## config.mk

```make
export PLATFORM = sky130hd
export DESIGN_NAME = block_serializer
export DESIGN_NICKNAME = d
export VERILOG_FILES = /design/src/rtl/uart_pkg.sv /design/src/rtl/block_serializer.sv
export SDC_FILE = /design/constraint.sdc
export NUM_CORES = 1
export LEC_CHECK = 0
export BUFFER_PORTS_ARGS = -buffer_cell sky130_fd_sc_hd__buf_2
export CORE_ASPECT_RATIO = 0.8
export CORE_MARGIN = 5
export CORE_UTILIZATION = 58
export CTS_CLUSTER_SIZE = 28
export DETAILED_ROUTE_END_ITERATION = 10
export PLACE_DENSITY = 0.82
export SLEW_MARGIN = 15
export SYNTH_ARGS = -nofsm -noshare
export SYNTH_HDL_FRONTEND = slang
export SYNTH_SLANG_ARGS = --single-unit
```

## constraint.sdc

```tcl
create_clock -name clk -period 2.7 [get_ports clk]
set_clock_uncertainty 0.05 [all_clocks]
set_input_delay 0.27 -clock clk [delete_from_list [all_inputs] [get_ports clk]]
set_output_delay 0.27 -clock clk [all_outputs]
set_load 0.01 [all_outputs]
```

## src/rtl/uart_pkg.sv

```systemverilog
// Shared UART-side constants and types, used by the receive buffer and the block serializer.
// Latency: n/a (declarations only).
// Backpressure: n/a (declarations only).
package uart_pkg;

   localparam int BYTE_W      = 8;
   localparam int BLOCK_BYTES = 16;

   // Serializer control states: waiting for a block, or streaming its bytes out.
   typedef enum logic {
      SER_IDLE = 1'b0,
      SER_SEND = 1'b1
   } ser_state_t;

endpackage

```

## src/rtl/block_serializer.sv

```systemverilog
// Block to byte-stream serializer: one NBYTES block in, NBYTES bytes out MSB-first. Optional byte_last via SERIALIZER_LAST_EN.
// Latency: byte 0 valid one cycle after block accept; one byte per cycle while byte_ready is high; NBYTES+1 cycle block period.
// Backpressure: byte_ready low stalls with byte_out/byte_valid held; block_ready only in IDLE, block_valid ignored while sending.
module block_serializer
   import uart_pkg::*;
#(
   parameter  int NBYTES = BLOCK_BYTES,
   localparam int CNT_W  = $clog2(NBYTES)
) (
   input  logic                     clk,
   input  logic                     rst,
   input  logic [BYTE_W*NBYTES-1:0] block_in,
   input  logic                     block_valid,
   output logic                     block_ready,
   output logic [BYTE_W-1:0]        byte_out,
   output logic                     byte_valid,
   input  logic                     byte_ready,
   output logic                     busy
`ifdef SERIALIZER_LAST_EN
   ,
   output logic                     byte_last
`endif
);

   localparam int BLK_W = BYTE_W * NBYTES;

   ser_state_t        state_q;
   ser_state_t        state_d;
   logic [BLK_W-1:0]  shreg_q;
   logic [CNT_W-1:0]  idx_q;
   logic              load;
   logic              shift;
   logic              last_idx;

   // The byte on the wire is always the top of the shift register, so it is stable during a stall.
   assign byte_out = shreg_q[BLK_W-1 -: BYTE_W];
   assign last_idx = (idx_q == CNT_W'(NBYTES - 1));

`ifdef SERIALIZER_LAST_EN
   assign byte_last = byte_valid && last_idx;
`endif

   // State register.
   always_ff @(posedge clk or negedge rst) begin
      if (!rst) begin
         state_q <= SER_IDLE;
      end else begin
         state_q <= state_d;
      end
   end

   // Next state plus handshake outputs; the outputs depend on state_q only, never on the input strobes.
   always_comb begin
      state_d     = state_q;
      load        = 1'b0;
      shift       = 1'b0;
      block_ready = 1'b0;
      byte_valid  = 1'b0;
      busy        = 1'b0;
      case (state_q)
         SER_IDLE: begin
            block_ready = 1'b1;
            if (block_valid) begin
               load    = 1'b1;
               state_d = SER_SEND;
            end
         end
         SER_SEND: begin
            byte_valid = 1'b1;
            busy       = 1'b1;
            if (byte_ready) begin
               shift = 1'b1;
               if (last_idx) begin
                  state_d = SER_IDLE;
               end
            end
         end
         default: begin
            state_d = SER_IDLE;
         end
      endcase
   end

   // Shift register and byte index; the index stops at NBYTES-1 and is cleared by the next load.
   always_ff @(posedge clk or negedge rst) begin
      if (!rst) begin
         shreg_q <= '0;
         idx_q   <= '0;
      end else if (load) begin
         shreg_q <= block_in;
         idx_q   <= '0;
      end else if (shift) begin
         shreg_q <= {shreg_q[BLK_W-BYTE_W-1:0], {BYTE_W{1'b0}}};
         if (!last_idx) begin
            idx_q <= idx_q + CNT_W'(1);
         end
      end
   end

endmodule

```

Yosys cells after proc, flatten, opt, wreduce, memory -nomap -nowiden
Cells that the tools add are included.

$add $sub $neg: 1. Equal/unequal tests: 2. Multiplexer cells: 14. Bitwise logic cells: 1. Reduce and logical (&&, ||, !) cells: 2.

Operators by type and width (count): 128-bit two-way mux (2); 4-bit two-way mux (3); 1-bit two-way mux (8); 4-bit by 1-bit adder with 4-bit output, second input constant (1); 4-bit == test, second input constant (1); 2-bit != test, second input constant (1); 1-bit one-hot mux with 2 select lines (1); 2-bit AND reduction (1); 2-bit nonzero test (1); 1-bit NOT (1).

Bits in registers: 133. Input bits: 132. Output and inout bits: 11. Logic and storage cells: 23.

Depth between registers and ports, before layout
Gate-level depths: netlist of the first run.

Word-level depth: 4. Gate-level depth with buffers: 5. Mapped depth without buffers: 4.

Worst setup path before layout of the first run
OpenSTA, ideal clock, no wires.

Path kind: reg-to-reg. Start point: register state_q. End point: register shreg_q[56]. Setup time: 0.141 ns. Arrival time: 1.157 ns. Data required time: 2.509 ns. Path slack: 1.352 ns. Cell stages (with the launch flop): 5. Path buffers: 2. Clock period less this slack: 1.348 ns. Cell sequence: dfrtp_1 -> nand2_1 -> buf_2 -> buf_1 -> a31oi_1.

Cells in the longest elaborated chain, start to end: 2. Elaborated cells between the ends (all ways): 4. Those cells by class: 3 x mux; 1 x reduce/logical.

RTL lines: start: declaration (RTL line block_serializer.sv:27) `ser_state_t state_q;`; start signal: assignment (RTL line block_serializer.sv:48) `state_q <= state_d;`; 1-bit two-way mux (RTL line block_serializer.sv:60) `case (state_q)`; 128-bit two-way mux or 2-bit nonzero test (tied branches); end signal: assignment (RTL line block_serializer.sv:90) `shreg_q <= block_in;`; end signal: assignment (RTL line block_serializer.sv:93) `shreg_q <= {shreg_q[BLK_W-BYTE_W-1:0], {BYTE_W{1'b0}}};`; end: declaration (RTL line block_serializer.sv:29) `logic [BLK_W-1:0] shreg_q;`.

Several ways; a longest one is shown, not always the timed one. A chain may end at the register's enable or synchronous reset.

Worst setup path after layout of the first run
Start point: register state_q. End point: register shreg_q[28].

The elaborated chain is that of the path after synthesis.

==> results of run 1 <==
area by class of cell:
class	instances	area, µm²
clock buffers	23	478.0
inverters	3	11.26
clock inverters	9	172.7
fillers	793	2848
well taps	140	175.2
repair buffers	152	857.1
multi-input cells	508	2328
flip-flops and latches	133	3328
stage by stage:
| step | instances | hold slack, ps | setup WS, ps | instance area (µm²) |
|---|---|---|---|---|
| finish | 968 | 33.32 | 798.9 | 7351 |
| global route | 968 | 34.07 | 667.8 | 7351 |
| CTS | 968 | 23.36 | 803.1 | 7351 |
| detailed placement | 935 | 302.7 | 811.5 | 6690 |
| global placement | 935 | 294.0 | 937.1 | 6690 |
| floorplan | 709 | -75.59 | 1352 | 6031 |
tightest hold or removal path, cell delays in order:
cell     delay (ps)
buf_2            70
a22oi_1          70
nand2_1          50
cells by family after synthesis:
logic type	Yosys count
AND/OR/NAND/NOR	372
AO/OA/AOI/OAI	135
flip-flops	133
buffers and inverters	68
adder cells (fa/ha/maj)	1
layer usage:
layer  GRT usage [%]  up-vias
li1                -     2581
met1           34.99     2652
met2           39.97      229
met3           5.304       31
met4           10.02        0
met5               0        -
cell usage after synthesis (all sizes together):
cell type	instances
dfrtp	133
nor2	106
inv	3
buf	53
o31ai	2
and4	1
clkbuf	12
nand2	242
o211ai	2
a21oi	10
nor3	2
and3	1
a31oi	105
nor4	1
a22oi	15
ha	1
nor2b	1
o21a	1
nand2b	1
nand3	16
and2	1
report_power, final:
group	leakage (nW)	internal (W)	switching, W
Sequential	1.46	0.00283	0.000540
Clock	0.317	0.00171	0.000835
Combinational	1.76	0.000792	0.00107
Total	3.53	0.00533	0.00244
flip-flops by register name (all words and copies together) (netlist names):
name	cells
idx_q	4
shreg_q	128
state_q	1
final timing paths:
kind | from | slack [ps] | to
worst max-delay path | state_q | 800 | shreg_q[28]
worst min-delay path | block_in[111] | 30 | shreg_q[111]
worst max register to register | state_q | 800 | shreg_q[28]
worst min register to register | shreg_q[103] | 440 | shreg_q[111]
max in group asynchronous | rst | 1450 | shreg_q[38]
min in group asynchronous | rst | 420 | shreg_q[126]
timing repair:
item,4_1_cts,5_1_grt
hold endpoints to repair,78,0
endpoints found under the setup margin,0,0
hold buffers,1,0
buffers inserted,0,0
==> summary.md, run 1 <==
| Metric | Value |
|---|---|
| Worst path top cell family by delay | simple AND/OR/NAND/NOR gates |
| CP max FO | 55 |
| Initial core utilization | 59.13% |
| Syn Std Cell Area | 6031 µm² |
| Post-Syn Nets | 842 |
| Bufs and invs on worst path | 1 |
| CP Launch Type | flip-flop |
| Fin Setup TNS | 0 ps |
| Clock Sink Count | 133 |
| LEAKAGE | 3.535 nW |
| GR Util All Layers | 25.40% |
| Sequential fraction of the synthesis area | 55.19% |
| Area Growth Syn to Fin | 21.89% |
| Max incr delay on CP | 620 ps |
| Largest cells by area after synthesis | dfrtp_1 55%, nand2_1 15%, a31oi_1 11% |
| Pwr/cell area | 1058 nW/µm² |
| Slew @ Worst Pin | 720.5 ps |
| Die height | 101.2 µm |
| Arr. time, crit path | 2180 ps |
| Post-layout util | 72.08% |
| Vias per cell | 5.675 |
| Top layer in use | met4 |
| Crit. path cell count | 4 |
| Synth unique cells | 24 |
| Post-Synthesis Cells | 709 |
| Initial DRT Pass Iterations | 5 |
| Hold Path Class | in2reg |
| Synthesized flop and latch total | 133 |
| DRC viols | 0 |
| Die W | 124.0 µm |
| Synth Area in Compound Gates | 14.21% |
| Kind of critical path | reg2reg |
| H-tree depth | 4 |
| Initial drt markers | 456 |
| IO Count | 143 |
| Met3 WL | 1143 µm |
| Largest family of logic cells by synthesized area | simple AND/OR/NAND/NOR gates |
| Final setup fails | 0 |
| Clock root buffer | clkbuf_16 |
| First-pass GRT wire length | 24,890 µm |
| Routed wl met2 | 7364 µm |
| VDD IR max | 577.4 µV |
| RSZ-0062 raised after global routing | no |
| FF-to-FF path depth | 4 |
| Post-cts resize count | 0 |
| Clk buf depth | 2 |
| CTS tree | yes |
| Routed len/inst | 15.99 µm |
| Commonest non-fill, non-tap cell in the layout | nand2_1 |
| Data required, critical path | 2970 ps |
| Final wirelength | 15,480 µm |
| Overflow after GRT | 0 |
| Initial antenna violation count | 0 |
| Pin count of the biggest net entering global routing | 131 |
| Slowest-stage cell, CP | nand2b_4 |
| Top cell type's share of synthesized area | 55.19% |
| XOR/XNOR Fraction of Synth Area | 0% |
| Most frequent cells in the layout | 241 x nand2_1, 141 x buf_2, 133 x dfrtp_1 |
| CTS buffer count | 17 |
| Port buffer count | 142 |
| Nature of the critical path endpoint | flip-flop |
| Final period util | 70.41% |
| # diodes | 0 |
| Full die area | 12,550 µm² |
| Outcome | finished, final reports clean |
| M1 wire length | 6671 µm |
| Crit-path cells | nand2b_4 > buf_4 > nand2_1 > a31oi_1 |
| Slew margin rel. | 51.97% |
| Cell taking the most area after synthesis | dfrtp_1 |
| Simple-gate share of the synthesized area | 23.86% |
| Mux contribution to synthesized area | 0% |
| CTS clock-pin slew for the worst setup and hold paths | 60 ps |
| Fmax | 526.0 MHz |
| GPL Wtd Cong | 0.8267 |
| Adder-cell share of the synthesized area | 0.2075% |
| Minimum clock period | 1901 ps |
| Synth warn | 0 |
| Detailed placement HPWL | 9635 µm |
| Core area | 10,200 µm² |
| Final nets | 948 |
| Total power | 0.007775 W |
| Post-route ant nets | 0 |
| Vias in the first global route | 5,303 |
| Skew-Pair Late Insertion Delay | 410 ps |
| Max-cap violations | 0 |
| Vias | 5,493 |
| Rows | 33 |
| Fraction of layout cells with a size suffix above 1 | 22.10% |
| Syn_area_per_cell | 8.506 µm² |
| Number of hold violations in the final report | 0 |
| Pins Over Slew Limit | 0 |
| Hold path cells | 3 |
Power figures use the tool's default switching activity.
==> run 2: changes to the inputs <==
- ABC_AREA: unset -> 1
- CORE_UTILIZATION: 58 -> 49
- PLACE_DENSITY: 0.82 -> 0.73
- clock period: 2.7 -> 1.67 ns (I/O delays scaled with it)
==> summary.md, run 2 <==
| Metric | Value |
|---|---|
| Placed insts | 996 |
| Top cells by count, synth | 157 x o21ai_0, 133 x dfrtp_1, 133 x o21ai_1, 100 x inv_1, 95 x nand2_1 |
| Final wirelength | 18,460 µm |
| Port buffer count | 142 |
| Overflow after GRT | 0 |
| CTS tree | yes |
| Final worst slack | 136.7 ps |
| Clock root buffer | clkbuf_16 |
| CTS clock-pin slew for the worst setup and hold paths | 60 ps |
| Synth warn | 0 |
| Cell area after layout | 8896 µm² |
| CP Launch Type | flip-flop |
| Slew @ Worst Pin | 536.0 ps |
| Outcome | finished, final reports clean |
| LEAKAGE | 4.200 nW |
| Largest cells by area after synthesis | dfrtp_1 53%, o21ai_0 13%, o21ai_1 11% |
| Vias in the first global route | 6,262 |
| Initial core utilization | 50.61% |
| FFs w/ async S/R, synth | 100.0% |
| Vias | 6,032 |
| Detailed placement HPWL | 9937 µm |
| Cell taking the most area after synthesis | dfrtp_1 |
| Comb pwr share | 25.1% |
| Multi-input logic area | 2145 µm² |
| GR Util All Layers | 25.38% |
| Finished Layout Cells | 1,156 |
| Setup WS pre-CTS | 161.1 ps |
| Pint | 0.007982 W |
| Final period util | 91.82% |
| Largest regs | shreg_q (128), idx_q (4), state_q (1) |
| Post-synth EDFFs | 0 |
| Commonest non-fill, non-tap cell in the layout | o21ai_0 |
| Setup Buffers After CTS | 0 |
| Syn Std Cell Area | 6223 µm² |
| Pwr/cell area | 1299 nW/µm² |
| Slew margin rel. | 64.21% |
| Hold Path Class | in2reg |
| Full die area | 15,070 µm² |
| Final nets | 1,103 |
| GPL Wtd Cong | 0.7764 |
| Sequential fraction of the synthesis area | 53.48% |
| CP max FO | 30 |
| Total power | 0.01155 W |
| Sw frac | 30.90% |
| VDD IR max | 761.0 µV |
| Skew-Pair Late Insertion Delay | 410 ps |
| Syn_area_per_cell | 8.537 µm² |
| Pins Over Slew Limit | 0 |
| RSZ-0062 raised after global routing | no |
| Initial drt markers | 431 |
| Max-cap violations | 0 |
| Sequential Power Share | 41.7% |
| FF/Latch Area | 3328 µm² |
| Core area | 12,300 µm² |
| Sw power | 0.003570 W |
| Number of hold violations in the final report | 0 |
| Fraction of layout cells with a size suffix above 1 | 21.06% |
| Rows | 36 |
| Clock Sink Count | 133 |
| Post-Syn Nets | 862 |
| Minimum clock period | 1533 ps |
| Fillers | 897 |
| Clock power share | 33.2% |
| Ys flop type | dfrtp_1 |
| First-pass GRT wire length | 30,460 µm |
| Die height | 110.8 µm |
| Initial DRT Pass Iterations | 5 |
| Fin Setup TNS | 0 ps |
| Area Growth Syn to Fin | 42.94% |
| Clk buf depth | 2 |
| Largest register FFs | 128 |
| H-tree depth | 4 |
| Arr. time, crit path | 1810 ps |
| DRC viols | 0 |
| Routed len/inst | 15.97 µm |
| Pin count of the biggest net entering global routing | 75 |
| IO Count | 143 |
| Post-place instance area | 7024 µm² |
| Most common cell in the netlist | o21ai_0 |
| Post-Synthesis Cells | 729 |
| Initial antenna violation count | 2 |
| Kind of critical path | reg2reg |
| Vias per cell | 5.218 |
| Post-route ant nets | 0 |
| Top cell type's share of synthesized area | 53.48% |
| Data required, critical path | 1950 ps |
| CTS buffer count | 17 |
| Synthesized flop and latch total | 133 |
| Die W | 136 µm |
| Synth unique cells | 23 |
| Final setup fails | 0 |
| Most flops, register | shreg_q |
| Most frequent cells in the layout | 157 x o21ai_0, 141 x buf_2, 133 x o21ai_1, 133 x dfrtp_1, 126 x dlygate4sd3_1 |
| Fmax | 652.2 MHz |
| Nature of the critical path endpoint | flip-flop |
-- run 2: cell count changes in the layout (fill, tap and decap cells not counted), moves of 5 or more --
cell / before / now
nor2_1: 106 / 11
o211ai_2: 0 / 8
o21ai_1: 0 / 133
dlygate4sd3_1: 1 / 126
a31oi_1: 105 / 0
nand2_1: 241 / 94
a22oi_1: 15 / 0
inv_1: 3 / 100
nand3_1: 16 / 8
buf_12: 5 / 10
o21ai_0: 0 / 157
-- run 2: worst max-delay path: stages (launching register included) --
cell	delay, ps
dfrtp_1	450
inv_2	100
nand2_8	130
nand2_4	80
inv_2	410
nand2_1	110
o211ai_1	110
-- run 2: final cells by class --
cell class,count,area share [%]
clock buffer,17,4.782
tap,171,2.405
sequential,133,37.41
timing repair buffer,282,24.82
inverter,104,4.388
antenna,2,0.05626
clock inverter,15,2.025
multi-input combinational,432,24.11
-- run 2: timing repair --
action / CTS / global route
gates resized for setup: 0 / 0
hold buffers: 126 / 0
endpoints found under the hold margin: 236 / 0
-- run 2: logic make-up (layout without fill, tap and decap cells) --
group / Yosys count / count (layout) / synth area share (%)
AO/OA/AOI/OAI: 309 / 309 / 25.98
adder cells (fa/ha/maj): 1 / 1 / 0.2010
buffers and inverters: 164 / 418 / 12.32
flip-flops: 133 / 133 / 53.48
other: 0 / 2 / 0
AND/OR/NAND/NOR: 122 / 122 / 8.022
-- run 2: power by group through the flow --
stage,registers [W],logic [W],clock network (W)
6_report,0.00482,0.00290,0.00383
5_1_grt,0.00494,0.00333,0.00404
4_1_cts,0.00480,0.00286,0.00387
3_5_place_dp,0.00484,0.00260,0
3_3_place_gp,0.00481,0.00251,0
2_1_floorplan,0.00474,0.00198,0
-- run 2: worst paths after layout --
kind / startpoint / endpoint / slack (ps) / cells after the start
max: state_q / shreg_q[127] / 140 / 6
min: block_in[83] / shreg_q[83] / 10 / 3
max reg2reg: state_q / shreg_q[127] / 140 / 6
min reg2reg: shreg_q[92] / shreg_q[92] / 430 / 2
max in group asynchronous: rst / shreg_q[16] / 750 / 3
min in group asynchronous: rst / shreg_q[28] / 170 / 2
-- run 2: routing by layer --
layer  track usage (%)  up-vias  wire length [µm]
li1                  -     2880                 -
met1             31.45     2866              7364
met2             42.46      234              9475
met3             5.989       52              1143
met4             10.48        0               478
met5                 0        -                 0
-- run 2: through the flow --
stage          utilization [%]  hold slack, ps
2_1_floorplan                -          -178.6
3_3_place_gp             57.12           36.77
3_5_place_dp             57.12           36.33
4_1_cts                  72.30           2.574
5_1_grt                  72.34           20.98
6_report                 72.34           10.12
